--- src/rtl/sprite_pkg.sv ---
// Shared wr_data field layout and the sprite descriptor record used by the
// multi-sprite address generator and its per-slot hit detectors.
package sprite_pkg;

  localparam int X_MSB     = 31;
  localparam int X_LSB     = 22;
  localparam int Y_MSB     = 21;
  localparam int Y_LSB     = 13;
  localparam int OFF_MSB   = 12;
  localparam int OFF_LSB   = 5;
  localparam int HFLIP_BIT = 4;
  localparam int VFLIP_BIT = 3;
  localparam int EN_BIT    = 0;

  localparam int DESC_X_W   = X_MSB - X_LSB + 1;
  localparam int DESC_Y_W   = Y_MSB - Y_LSB + 1;
  localparam int DESC_OFF_W = OFF_MSB - OFF_LSB + 1;

  typedef struct packed {
    logic [DESC_X_W-1:0]   x;
    logic [DESC_Y_W-1:0]   y;
    logic [DESC_OFF_W-1:0] offset;
    logic                  hflip;
    logic                  vflip;
    logic                  en;
  } sprite_desc_t;

  // Bits [2:1] of the write word are reserved and dropped here.
  function automatic sprite_desc_t unpack_desc(input logic [31:0] d);
    sprite_desc_t r;
    r.x      = d[X_MSB:X_LSB];
    r.y      = d[Y_MSB:Y_LSB];
    r.offset = d[OFF_MSB:OFF_LSB];
    r.hflip  = d[HFLIP_BIT];
    r.vflip  = d[VFLIP_BIT];
    r.en     = d[EN_BIT];
    return r;
  endfunction

endpackage

--- src/rtl/sprite_multi_address_gen_if.sv ---
// Pixel-scan, descriptor-write and address-output bundle between the pixel
// counter, the sprite address generator and the sprite memory.
interface sprite_multi_address_gen_if #(
  parameter int N_SPRITES    = 4,
  parameter int SIZE_X       = 10,
  parameter int SIZE_Y       = 9,
  parameter int SIZE_ADDRESS = 17
);
  localparam int IDX_W = (N_SPRITES > 1) ? $clog2(N_SPRITES) : 1;

  logic [SIZE_X-1:0]       pixel_x;
  logic [SIZE_Y-1:0]       pixel_y;
  logic                    sprite_on;
  logic                    wr_en;
  logic [IDX_W-1:0]        wr_index;
  logic [31:0]             wr_data;
  logic [SIZE_ADDRESS-1:0] memory_address;
  logic                    addr_valid;
  logic [IDX_W-1:0]        sprite_index;
  logic                    count_finished;

  modport master (
    output pixel_x, pixel_y, sprite_on, wr_en, wr_index, wr_data,
    input  memory_address, addr_valid, sprite_index, count_finished
  );

  modport slave (
    input  pixel_x, pixel_y, sprite_on, wr_en, wr_index, wr_data,
    output memory_address, addr_valid, sprite_index, count_finished
  );
endinterface

--- src/rtl/sprite_hit_detector.sv ---
// Combinational coverage test of one pixel against one sprite descriptor,
// returning the unflipped column/row inside the sprite.
module sprite_hit_detector
  import sprite_pkg::*;
#(
  parameter int SIZE_X   = 10,
  parameter int SIZE_Y   = 9,
  parameter int SPRITE_W = 20,
  parameter int SPRITE_H = 20,
  parameter int COL_W    = $clog2(SPRITE_W),
  parameter int ROW_W    = $clog2(SPRITE_H)
) (
  input  sprite_desc_t      i_desc,
  input  logic [SIZE_X-1:0] i_pixel_x,
  input  logic [SIZE_Y-1:0] i_pixel_y,
  input  logic              i_sprite_on,
  output logic              o_hit,
  output logic [COL_W-1:0]  o_col,
  output logic [ROW_W-1:0]  o_row
);

  // One extra bit so a sprite hanging past the field edge never wraps to 0.
  logic [SIZE_X:0] w_px, w_x0, w_x1;
  logic [SIZE_Y:0] w_py, w_y0, w_y1;

  always_comb begin
    w_px  = (SIZE_X+1)'(i_pixel_x);
    w_x0  = (SIZE_X+1)'(i_desc.x);
    w_x1  = w_x0 + (SIZE_X+1)'(SPRITE_W);
    w_py  = (SIZE_Y+1)'(i_pixel_y);
    w_y0  = (SIZE_Y+1)'(i_desc.y);
    w_y1  = w_y0 + (SIZE_Y+1)'(SPRITE_H);
    o_hit = i_desc.en & i_sprite_on &
            (w_px >= w_x0) & (w_px < w_x1) &
            (w_py >= w_y0) & (w_py < w_y1);
    o_col = COL_W'(w_px - w_x0);
    o_row = ROW_W'(w_py - w_y0);
  end

endmodule

--- src/rtl/sprite_multi_address_gen.sv ---
// Multi-slot sprite address generator: descriptor table, priority select with
// flip, and a two-stage pipeline producing the sprite-memory address per pixel.
module sprite_multi_address_gen
  import sprite_pkg::*;
#(
  parameter int N_SPRITES    = 4,
  parameter int SIZE_X       = 10,
  parameter int SIZE_Y       = 9,
  parameter int OFFSET_W     = 8,
  parameter int SPRITE_W     = 20,
  parameter int SPRITE_H     = 20,
  parameter int SIZE_ADDRESS = 17
) (
  input  logic                       clk_pixel,
  input  logic                       reset,
  sprite_multi_address_gen_if.slave  bus
);

  localparam int IDX_W = (N_SPRITES > 1) ? $clog2(N_SPRITES) : 1;
  localparam int COL_W = $clog2(SPRITE_W);
  localparam int ROW_W = $clog2(SPRITE_H);

  if ((2**OFFSET_W) * SPRITE_W * SPRITE_H > 2**SIZE_ADDRESS) begin : g_addr_chk
    $error("sprite_multi_address_gen: SIZE_ADDRESS too small for all sprite images");
  end
  if (SIZE_X != DESC_X_W || SIZE_Y != DESC_Y_W || OFFSET_W != DESC_OFF_W) begin : g_fmt_chk
    $error("sprite_multi_address_gen: field widths disagree with the wr_data layout");
  end

  sprite_desc_t     r_desc [N_SPRITES];
  logic             w_hit  [N_SPRITES];
  logic [COL_W-1:0] w_col  [N_SPRITES];
  logic [ROW_W-1:0] w_row  [N_SPRITES];

  always_ff @(posedge clk_pixel or negedge reset) begin
    if (!reset) begin
      for (int i = 0; i < N_SPRITES; i++) r_desc[i] <= '0;
    end else if (bus.wr_en && (32'(bus.wr_index) < N_SPRITES)) begin
      r_desc[bus.wr_index] <= unpack_desc(bus.wr_data);
    end
  end

  for (genvar g = 0; g < N_SPRITES; g++) begin : g_slot
    sprite_hit_detector #(
      .SIZE_X(SIZE_X), .SIZE_Y(SIZE_Y), .SPRITE_W(SPRITE_W), .SPRITE_H(SPRITE_H),
      .COL_W(COL_W), .ROW_W(ROW_W)
    ) u_hit (
      .i_desc(r_desc[g]), .i_pixel_x(bus.pixel_x), .i_pixel_y(bus.pixel_y),
      .i_sprite_on(bus.sprite_on), .o_hit(w_hit[g]), .o_col(w_col[g]), .o_row(w_row[g])
    );
  end

  logic             w_win, w_last;
  logic [IDX_W-1:0] w_sel;
  logic [COL_W-1:0] w_col_f;
  logic [ROW_W-1:0] w_row_f;

  always_comb begin
    w_win = 1'b0;
    w_sel = '0;
    for (int i = N_SPRITES - 1; i >= 0; i--) begin
      if (w_hit[i]) begin
        w_win = 1'b1;
        w_sel = IDX_W'(i);
      end
    end
    w_last  = (w_col[w_sel] == COL_W'(SPRITE_W - 1)) && (w_row[w_sel] == ROW_W'(SPRITE_H - 1));
    w_col_f = r_desc[w_sel].hflip ? COL_W'(SPRITE_W - 1) - w_col[w_sel] : w_col[w_sel];
    w_row_f = r_desc[w_sel].vflip ? ROW_W'(SPRITE_H - 1) - w_row[w_sel] : w_row[w_sel];
  end

  logic                r_vld_p1, r_last_p1;
  logic [IDX_W-1:0]    r_idx_p1;
  logic [COL_W-1:0]    r_col_p1;
  logic [ROW_W-1:0]    r_row_p1;
  logic [OFFSET_W-1:0] r_off_p1;
  logic [31:0]         w_addr_full;

  // Stage 1: winning slot and its flipped in-sprite coordinates
  always_ff @(posedge clk_pixel or negedge reset) begin
    if (!reset) begin
      r_vld_p1  <= 1'b0;
      r_last_p1 <= 1'b0;
      r_idx_p1  <= '0;
      r_col_p1  <= '0;
      r_row_p1  <= '0;
      r_off_p1  <= '0;
    end else begin
      r_vld_p1  <= w_win;
      r_last_p1 <= w_win & w_last;
      r_idx_p1  <= w_win ? w_sel : '0;
      r_col_p1  <= w_win ? w_col_f : '0;
      r_row_p1  <= w_win ? w_row_f : '0;
      r_off_p1  <= w_win ? r_desc[w_sel].offset : '0;
    end
  end

  assign w_addr_full = 32'(r_off_p1) * 32'(SPRITE_W * SPRITE_H)
                     + 32'(r_row_p1) * 32'(SPRITE_W) + 32'(r_col_p1);

  // Stage 2: linear sprite-memory address
  always_ff @(posedge clk_pixel or negedge reset) begin
    if (!reset) begin
      bus.addr_valid     <= 1'b0;
      bus.memory_address <= '0;
      bus.sprite_index   <= '0;
      bus.count_finished <= 1'b0;
    end else begin
      bus.addr_valid     <= r_vld_p1;
      bus.memory_address <= r_vld_p1 ? SIZE_ADDRESS'(w_addr_full) : '0;
      bus.sprite_index   <= r_vld_p1 ? r_idx_p1 : '0;
      bus.count_finished <= r_last_p1;
    end
  end

endmodule

--- src/flat_wrapper.sv ---
// flat-port wrapper written by rule: the top's interface ports become plain ports
module sprite_multi_address_gen_flat import sprite_pkg::*;
#(
  parameter int N_SPRITES    = 4,
  parameter int SIZE_X       = 10,
  parameter int SIZE_Y       = 9,
  parameter int OFFSET_W     = 8,
  parameter int SPRITE_W     = 20,
  parameter int SPRITE_H     = 20,
  parameter int SIZE_ADDRESS = 17
)
  (clk_pixel, reset, bus_pixel_x, bus_pixel_y, bus_sprite_on, bus_wr_en, bus_wr_index, bus_wr_data, bus_memory_address, bus_addr_valid, bus_sprite_index, bus_count_finished);
  sprite_multi_address_gen_if #(.N_SPRITES(N_SPRITES), .SIZE_X(SIZE_X), .SIZE_Y(SIZE_Y), .SIZE_ADDRESS(SIZE_ADDRESS)) bus_i ();
  input  logic clk_pixel;
  input  logic reset;
  input wire logic [$bits(bus_i.pixel_x)-1:0] bus_pixel_x;
  input wire logic [$bits(bus_i.pixel_y)-1:0] bus_pixel_y;
  input wire logic [$bits(bus_i.sprite_on)-1:0] bus_sprite_on;
  input wire logic [$bits(bus_i.wr_en)-1:0] bus_wr_en;
  input wire logic [$bits(bus_i.wr_index)-1:0] bus_wr_index;
  input wire logic [$bits(bus_i.wr_data)-1:0] bus_wr_data;
  output wire logic [$bits(bus_i.memory_address)-1:0] bus_memory_address;
  output wire logic [$bits(bus_i.addr_valid)-1:0] bus_addr_valid;
  output wire logic [$bits(bus_i.sprite_index)-1:0] bus_sprite_index;
  output wire logic [$bits(bus_i.count_finished)-1:0] bus_count_finished;
  assign bus_i.pixel_x = bus_pixel_x;
  assign bus_i.pixel_y = bus_pixel_y;
  assign bus_i.sprite_on = bus_sprite_on;
  assign bus_i.wr_en = bus_wr_en;
  assign bus_i.wr_index = bus_wr_index;
  assign bus_i.wr_data = bus_wr_data;
  assign bus_memory_address = bus_i.memory_address;
  assign bus_addr_valid = bus_i.addr_valid;
  assign bus_sprite_index = bus_i.sprite_index;
  assign bus_count_finished = bus_i.count_finished;
  sprite_multi_address_gen #(.N_SPRITES(N_SPRITES), .SIZE_X(SIZE_X), .SIZE_Y(SIZE_Y), .OFFSET_W(OFFSET_W), .SPRITE_W(SPRITE_W), .SPRITE_H(SPRITE_H), .SIZE_ADDRESS(SIZE_ADDRESS)) u_core (.clk_pixel(clk_pixel), .reset(reset), .bus(bus_i));
endmodule
--- config.mk ---
export PLATFORM = sky130hd
export DESIGN_NAME = sprite_multi_address_gen_flat
export DESIGN_NICKNAME = d
export VERILOG_FILES = /design/src/rtl/sprite_pkg.sv /design/src/rtl/sprite_multi_address_gen_if.sv /design/src/rtl/sprite_hit_detector.sv /design/src/rtl/sprite_multi_address_gen.sv /design/src/flat_wrapper.sv
export SDC_FILE = /design/constraint.sdc
export NUM_CORES = 1
export LEC_CHECK = 0
export ABC_AREA = 1
export CORE_ASPECT_RATIO = 1.1
export CORE_MARGIN = 2
export CORE_UTILIZATION = 61
export DETAILED_ROUTE_END_ITERATION = 7
export PLACE_DENSITY = 0.78
export SLEW_MARGIN = 0
export SYNTH_ARGS = -nofsm -noshare
export SYNTH_HDL_FRONTEND = slang
export SYNTH_HIERARCHICAL = 1
export SYNTH_SLANG_ARGS = --single-unit
--- constraint.sdc ---
create_clock -name clk_pixel -period 3.7 [get_ports clk_pixel]
set_input_delay 0.555 -clock clk_pixel [delete_from_list [all_inputs] [get_ports clk_pixel]]
set_output_delay 0.555 -clock clk_pixel [all_outputs]
set_load 0.005 [all_outputs]
==> flow_metrics.tcl <==
set metrics [dict create \
    timing.setup.critical_path_class "in -> reg" \
    wl_met2_um 15900 \
    met3RoutedLength_um 1240 \
    synthDistinctLibCells 39 \
    drcViolationCount 0 \
    clock_tree.root_cell "sky130_fd_sc_hd__clkbuf_16" \
    postSynthRegisterBits 163 \
    core_area_um2 21200 \
    hp-class "in -> async" \
    clock_latency_ns 0.43 \
    detailed_place_hpwl_um 24000 \
    final_util_pct 72.2 \
    worst_path_bufs_invs 5 \
    setup_viol_count_final 0 \
    fmax_mhz 283 \
    power_leakage_nw 8.16 \
    critPathArrivalTime_ns 3.89 \
    critical-path-slowest-cell "sky130_fd_sc_hd__clkdlybuf4s50_1" \
    clock_sink_count 163 \
    num-nets-final 2131 \
    placed_cells 2135 \
    timing.critical_path.required_ns 4.05 \
    ys_warn_count 6 \
    routed-via-count 11600 \
    ratio_of_cells_with_drive_above_1_in_the_final_layout_pct 9.74 \
    die_area_um2 22700 \
    grt_overflow_total 0 \
    setup.reg_to_reg.worst_slack_ns 0.21 \
    grt_pass1_wl_um 52600 \
    synth_enable_flop_cells 0 \
    power_density_nw_per_um2 426 \
    cell_by_cell_trace_of_the_critical_path "clkdlybuf4s50_1, ha_1, nand2_1, inv_1, nand2_1, nand2_1, nand2_1, nand4_1, nand4_1, nor2_2, buf_4, nor3_4, inv_4, o211ai_1, o21ai_1, inv_1, ha_1, nand2_1, nor2_1, nand4_1, nor2_1" \
    ys.flop_type "sky130_fd_sc_hd__dfrtp_1" \
    placement_rows 56 \
    detail_route.vias_per_cell 5.35 \
    finalWorstPathRequiredPeriod_ns 3.54 \
    highest_layer "met4" \
    synthTopCellsByArea "sky130_fd_sc_hd__dfrtp_1 (31%), sky130_fd_sc_hd__ha_1 (19%), sky130_fd_sc_hd__nand2_1 (12%), sky130_fd_sc_hd__inv_1 (7.1%), sky130_fd_sc_hd__o21ai_0 (6.0%)" \
    antenna_found_initial 0 \
    syn_to_final_growth_pct 16.7 \
    wl_per_cell_um 14.5 \
    synth_top_cell_by_area "sky130_fd_sc_hd__dfrtp_1" \
    mostFrequentLayoutCell "sky130_fd_sc_hd__nand2_1" \
    timing.slew.headroom_pct 24.8 \
    critical_path.most_common_cell "sky130_fd_sc_hd__nand2_1" \
    placement.cell_area_um2 14600 \
    rr_startpoint "u_core/r_desc[103]" \
    met1_length_um 13600 \
    layout.cells.non_filler 2168 \
    cp-start-kind "input port" \
    antennaDiodeCount 0 \
    synth.yosys.seq_area_share_pct 31.1 \
    timing.max_cap.violations 0 \
    grt_usage_pct 29.2 \
    worst_setup_hold_path_clk_slew_ns 0.07 \
    crit_path_max_incr_delay_ns 0.69 \
    gp_routability_congestion 0.885 \
    fp.dieW_um 144 \
    most_frequent_cells_in_the_layout "sky130_fd_sc_hd__nand2_1 (421), sky130_fd_sc_hd__inv_1 (249), sky130_fd_sc_hd__ha_1 (190)" \
    drt_first_pass_iters 5 \
    final_cell_area_um2 15300 \
    grt_start_max_net_pins 84 \
    syn_avg_cell_area_um2 7.56 \
    summed_instance_area_of_the_synthesized_netlist_um2 13100 \
    tritoncts_clock_tree "yes" \
    cp_max_fo 8 \
    peakVddDrop_mv 0.323 \
    synthDominantCellAreaShare_pct 31.1 \
    ctsLongestPathBuffers 2 \
    fp.dieH_um 158 \
    worst_setup_ep_type "register" \
    synthCells 1737 \
    asyncSetResetFlopFracSynth_pct 100 \
    max_slew.worst_pin.slew_ns 1.12 \
    synthesis.nets 2003 \
    cts_buffers 17 \
    via_count_of_the_first_global_routing_pass 11400 \
    drt_first_iter_violations 621 \
    postRouteWirelength_um 31500 \
    io_buffers 75 \
    starting_density_of_the_core_pct 61.8 \
    timing.critical_path.max_delay_family "simple AND/OR/NAND/NOR gates" \
    htree_levels 4 \
    skew_ns 0.00991 \
    ios 78 \
    crit_path_launch "bus_pixel_y[4]" \
    hold-worst-slack_ns 0.173 \
    ant_nets 0 \
    maxSlewViolCount 0 \
    fin_crit_sh_pct 95.6 \
    run_status "finished clean" \
    hold_viol_final 0 \
]
Yosys cell counts (9+ instances only):
| library cell | instances |
|---|---|
| sky130_fd_sc_hd__o21ai_1 | 11 |
| sky130_fd_sc_hd__xnor2_1 | 23 |
| sky130_fd_sc_hd__clkbuf_1 | 26 |
| sky130_fd_sc_hd__nand3_1 | 48 |
| sky130_fd_sc_hd__inv_2 | 11 |
| sky130_fd_sc_hd__ha_1 | 195 |
| sky130_fd_sc_hd__nand2_1 | 425 |
| sky130_fd_sc_hd__xor2_1 | 53 |
| sky130_fd_sc_hd__nor3_1 | 9 |
| sky130_fd_sc_hd__dfrtp_1 | 163 |
| sky130_fd_sc_hd__nand4_1 | 18 |
| sky130_fd_sc_hd__nand3b_1 | 12 |
| sky130_fd_sc_hd__a21oi_1 | 86 |
| sky130_fd_sc_hd__nand2_2 | 9 |
| sky130_fd_sc_hd__nor2_2 | 12 |
| sky130_fd_sc_hd__o21ai_0 | 158 |
| sky130_fd_sc_hd__inv_1 | 249 |
| sky130_fd_sc_hd__fa_1 | 14 |
| sky130_fd_sc_hd__nor2_1 | 154 |
area by class of cell:
type,count,area (um2)
clock buffers,19,443
clock inverters,13,139
fillers,1715,5910
inverters,261,990
multi-input cells,1277,8000
flip-flops and latches,163,4090
well taps,290,363
repair buffers,145,1300
metal layers:
| layer | vias up | global-route usage, % |
|---|---|---|
| li1 | 5823 | - |
| met1 | 5488 | 35.6 |
| met2 | 247 | 52.9 |
| met3 | 50 | 4.30 |
| met4 | 0 | 9.29 |
| met5 | - | 0 |
through the flow:
step,power [mW],setup slack [ns],setup TNS (ns)
final,6.52,0.164,0
after floorplan,3.91,0.473,0
after global routing,7.01,-0.0194,-0.0194
after detailed placement,4.68,-0.255,-1.82
after CTS,6.48,0.125,0
after global placement,4.60,-0.185,-0.996
cell families (layout without fill, tap and decap cells):
logic type      count (synthesis)  after routing  synth area share [%]
flops                         163            163                  31.1
xor+xnor                       77             77                  5.20
buf+inv                       297            438                  8.86
simple gates                  711            711                  23.0
fa+ha+maj                     209            209                  20.7
compound gates                280            280                  11.2
path summary, 6_finish.rpt:
check | cells after the start | to
min | 1 | u_core/r_desc[17]
max reg2reg | 22 | u_core/r_last_p1
min in group clk_pixel | 0 | u_core/bus.count_finished
min reg2reg | 0 | u_core/bus.count_finished
max in group asynchronous | 2 | u_core/r_desc[54]
max | 21 | u_core/r_last_p1
sequential cells by signal, summed over array words and instances (netlist names):
name                       count
u_core/bus.addr_valid          1
u_core/bus.count_finished      1
u_core/bus.memory_address     17
u_core/bus.sprite_index        2
u_core/r_col_p1                5
u_core/r_desc                120
u_core/r_idx_p1                2
u_core/r_last_p1               1
u_core/r_off_p1                8
u_core/r_row_p1                5
u_core/r_vld_p1                1
power breakdown:
part	leakage (nW)	internal, mW	total [mW]	switching, mW
registers	2.09	2.01	2.25	0.237
clock network	0.277	0.971	1.77	0.802
logic	5.80	1.06	2.50	1.44
what timing repair did:
action / in CTS / in global routing
setup endpoints to repair: 0 / 12
gates resized for setup: 0 / 35
hold buffers: 0 / 0
buffers inserted: 0 / 1
Note: power is estimated with default switching activity, not from simulation.
